$ cat src/rtl/task_4_sweep_ctrl.sv
// Exhaustive-sweep sequencer for the 5-input task_4 block: walks all 32 vectors,
// samples Z after SETTLE cycles each and builds the truth table. Optional golden compare: SWEEP_COMPARE_EN.
module task_4_sweep_ctrl #(
   parameter int unsigned SETTLE = 2,
   parameter logic [31:0] GOLDEN = 32'h0000_0000
) (
   input  logic        clk,
   input  logic        rst_n,
   input  logic        start,
   input  logic        abort,
   input  logic        z_in,
   output logic [4:0]  x_out,
   output logic        busy,
   output logic        done,
   output logic [31:0] truth,
   output logic        pass,
   output logic [5:0]  err_cnt,
   output logic [4:0]  first_err
);

   typedef enum logic [1:0] {
      IDLE = 2'd0,
      HOLD = 2'd1,
      FIN  = 2'd2
   } state_t;

   localparam logic [3:0] SETTLE_LAST = 4'(SETTLE - 32'd1);

   state_t     state_r;
   logic [3:0] cnt_r;
   logic       sample_s;

   assign sample_s = (cnt_r == SETTLE_LAST);

`ifdef SWEEP_COMPARE_EN
   logic       mismatch_s;
   logic [5:0] err_next_s;

   // Mismatch of the current sample against the golden table, and the count it produces
   always_comb begin
      mismatch_s = z_in ^ GOLDEN[x_out];
      err_next_s = err_cnt + {5'd0, mismatch_s};
   end
`endif

   // Sweep FSM with all outputs registered
   always_ff @(posedge clk or negedge rst_n) begin
      if (!rst_n) begin
         state_r   <= IDLE;
         cnt_r     <= 4'd0;
         x_out     <= 5'd0;
         busy      <= 1'b0;
         done      <= 1'b0;
         truth     <= 32'd0;
`ifdef SWEEP_COMPARE_EN
         pass      <= 1'b0;
         err_cnt   <= 6'd0;
         first_err <= 5'd0;
`endif
      end else begin
         done <= 1'b0;
         case (state_r)
            IDLE: begin
               if (start) begin
                  state_r   <= HOLD;
                  cnt_r     <= 4'd0;
                  x_out     <= 5'd0;
                  busy      <= 1'b1;
                  truth     <= 32'd0;
`ifdef SWEEP_COMPARE_EN
                  pass      <= 1'b0;
                  err_cnt   <= 6'd0;
                  first_err <= 5'd0;
`endif
               end else begin
                  state_r <= IDLE;
               end
            end
            HOLD: begin
               // abort wins over a coinciding sample edge; partial table is kept
               if (abort) begin
                  state_r <= IDLE;
                  busy    <= 1'b0;
               end else if (sample_s) begin
                  truth[x_out] <= z_in;
`ifdef SWEEP_COMPARE_EN
                  err_cnt <= err_next_s;
                  if (mismatch_s && (err_cnt == 6'd0)) begin
                     first_err <= x_out;
                  end else begin
                     first_err <= first_err;
                  end
`endif
                  if (x_out == 5'd31) begin
                     state_r <= FIN;
                     busy    <= 1'b0;
                     done    <= 1'b1;
`ifdef SWEEP_COMPARE_EN
                     pass    <= (err_next_s == 6'd0);
`endif
                  end else begin
                     x_out <= x_out + 5'd1;
                     cnt_r <= 4'd0;
                  end
               end else begin
                  cnt_r <= cnt_r + 4'd1;
               end
            end
            FIN: begin
               state_r <= IDLE;
            end
            default: begin
               state_r <= IDLE;
               busy    <= 1'b0;
            end
         endcase
      end
   end

`ifndef SWEEP_COMPARE_EN
   // Compare results are constant zero; GOLDEN folds away
   assign pass      = 1'b0 & (^GOLDEN);
   assign err_cnt   = 6'd0;
   assign first_err = 5'd0;
`endif

endmodule

$ cat config.mk
export PLATFORM = sky130hd
export DESIGN_NAME = task_4_sweep_ctrl
export DESIGN_NICKNAME = d
export VERILOG_FILES = /design/src/rtl/task_4_sweep_ctrl.sv
export SDC_FILE = /design/constraint.sdc
export NUM_CORES = 1
export LEC_CHECK = 0
export BUFFER_PORTS_ARGS = -buffer_cell sky130_fd_sc_hd__buf_4
export CAP_MARGIN = 15
export CORE_ASPECT_RATIO = 0.6
export CORE_MARGIN = 2
export CORE_UTILIZATION = 50
export CTS_CLUSTER_DIAMETER = 60
export DETAILED_ROUTE_END_ITERATION = 6
export HOLD_SLACK_MARGIN = 0.1
export PLACE_DENSITY = 0.76
export SYNTH_ARGS = -nofsm -noshare
export SYNTH_HDL_FRONTEND = slang
export SYNTH_SLANG_ARGS = --single-unit
$ cat constraint.sdc
create_clock -name clk -period 2 [get_ports clk]
set_clock_uncertainty 0.05 [all_clocks]
set_input_delay 0.1 -clock clk [delete_from_list [all_inputs] [get_ports clk]]
set_output_delay 0.1 -clock clk [all_outputs]
set_load 0.005 [all_outputs]
==> impl_metrics.yaml <==
die:
  die_w_um: 99.7
  die_h_um: 61.4
  fp-row-count: 20
  dieArea_mm2: 0.00612
  fp.coreArea_mm2: 0.00518
  start_util: 0.530
  io_pins: 56
yosys:
  synth_top_cell_area_share: 0.410
  synth-main-ff-cell: "dfrtp_1"
  yosysSeqAreaShare: 0.410
  avgSynthCellArea_um2: 9.77
  synth.most_common_cell: "dfrtp_1"
  synth_top_cell_by_area: "dfrtp_1"
  synthCells: 281
  ys_types: 45
  synth_edf_count: 0
  syn-cell-area_mm2: 0.00275
  synthArstFlopShare: 1.00
  yosys-top-cells-count: "dfrtp_1 (45), nand3_1 (39), o211ai_1 (36)"
  yosys_warnings: 0
  synth_seq_cells: 45
  synth_area_leaders: "dfrtp_1 (41%), o211ai_1 (9.8%), nand3_1 (7.1%), o211a_1 (3.6%), a221o_1 (3.3%)"
timing:
  maxSlewViolCount: 0
  max_slew.worst_pin.slew_ps: 578
  rsz0062_at_grt: "no"
  slew_headroom: 0.615
  min_period_ps: 1870
  max_freq_mhz: 534
  finalCritPeriodShare: 0.936
  timing.final.ws_setup_ps: 127
  hold_violations: 0
  finalSetupViolations: 0
  finalSetupTns_ps: 0
  whs_ps: 290
pwr:
  p_switching_w: 0.00147
  ir_worst_vdd_v: 0.000463
  switching_share: 0.393
  intPower_w: 0.00227
  clockPowerShare: 0.151
  power.leakage_nw: 1.63
  powerDensity_mw_per_mm2: 1130
  p_total_w: 0.00375
  power_frac_comb: 0.440
  p_seq_frac: 0.410
cts:
  cts_tree: "built"
  cts_buffer_depth: 2
  post_cts_buffers: 0
  cts.sink_count: 45
  cts_htree_levels: 2
  cts_buffers: 5
  cts.clk_slew.worst_paths_ps: 90
  clock_latency_ps: 300
  cts_root_buf: "clkbuf_8"
worst_setup_path:
  cp_cell_sequence: "buf_4 > inv_1 > ha_1 > and4b_1 > and3_1 > a211o_1"
  crit_slowest_cell: "and4b_1"
  end_kind: "flop"
  crit_family: "simple AND/OR/NAND/NOR gates"
  slowest_delay_ps: 460
  startpoint_type: "flop"
  worstPathRequired_ps: 2200
  worstPathArrival_ps: 2070
  path_buf_inv: 2
  r2r_slack_ps: 130
  cp_max_fo: 8
  crit_type: "reg -> reg"
run:
  cap_violations: 0
global_route:
  grt_most_used_layer: "met1"
  gr-usage-all-layers: 0.260
  antenna_found_initial: 0
  first_global_vias: 2222
  grt_pass1_wl_mm: 12.2
  grtUsageMet2: 0.368
  gr-total-overflow: 0
  met1_usage: 0.411
  grt_use_met3: 0.0568
  grt_max_degree: 46
detailed_routing:
  avgViaCountPerCell: 6.42
  num_vias: 2561
  wl_mm: 7.70
  wl_per_cell_um: 19.3
  ant_nets: 0
  drt_pass1_iterations: 5
  drc: 0
  drtIter0Drc: 253
final_layout:
  fin_util: 0.640
  synthToLayoutAreaGrowth_pct: 20.7
  n_antenna_cell: 0
  layout-drive-gt1-share: 0.249
  final_nets: 344
placed_design:
  gp_congestion: 0.919
  pre_cts_ws_ps: 155
  place_hpwl_mm: 5.39
  numPortBuffers: 43
run_status:
  status: "completed"
hold_path:
  hold_path.class: "in -> async"
-- path summary, 6_finish.rpt --
kind,startpoint,end,cells after the start
max,x_out[0],truth[12],6
min,rst_n,truth[18],2
max reg2reg,x_out[0],truth[12],6
min reg2reg,truth[12],truth[12],1
max in group asynchronous,rst_n,truth[30],2
min in group clk,truth[12],truth[12],1
-- kinds of logic (layout without fill, tap and decap cells) --
group	after synthesis	in the layout	share of synthesized area
simple gates	104	104	0.237
compound gates	79	79	0.228
flops	45	45	0.410
buf+inv	44	85	0.0875
fa+ha+maj	7	7	0.0319
other cells	1	12	0.00137
mux	1	1	0.00364
-- power by group through the flow --
stage / logic, W / clock network [W] / registers (W)
detailed placement: 0.00162 / 0 / 0.00154
global route: 0.00181 / 0.000608 / 0.00157
global placement: 0.00159 / 0 / 0.00152
CTS: 0.00163 / 0.000570 / 0.00153
finish: 0.00165 / 0.000565 / 0.00153
floorplan: 0.000864 / 0 / 0.00150
-- flip-flops by register name (all words and copies together), names as in the netlist --
signal   cells
done         1
busy         1
state_r      2
truth       32
x_out        5
cnt_r        4
-- per-stage QoR --
stage          cell area, um2  instances
2_1_floorplan            2790        292
3_3_place_gp             3170        387
3_5_place_dp             3170        387
4_1_cts                  3300        399
5_1_grt                  3320        399
6_report                 3320        399
-- cells in the final DEF (no fill, tap or decap), types with 6 or more instances in the layout --
cell type	instances
ha_1	7
inv_1	7
a221o_1	9
dfrtp_1	45
nand2_1	11
nand4_1	6
and3_1	8
nand2b_1	8
buf_4	65
nand3_1	39
o211a_1	10
conb_1	12
o211ai_1	36
-- timing repair --
action	CTS	global route
endpoints found under the setup margin	0	6
hold endpoints to repair	49	0
resized for setup	0	3
hold buffers	4	0
-- layer usage --
layer	wire, um	vias up	share of wire
li1	-	1159	-
met1	3730	1251	0.48
met2	3130	141	0.41
met3	781	10	0.10
met4	63	0	0.0082
met5	0	-	0
-- final cells by class --
cell class              instances  area (um2)
multi-input cells             203        1450
clock inverters                 3        17.5
flip-flops and latches         45        1130
repair buffers                 70         548
inverters                       7        26.3
well taps                      66        82.6
fillers                       456        1860
clock buffers                   5        68.8
(Power assumes the default switching activity.)
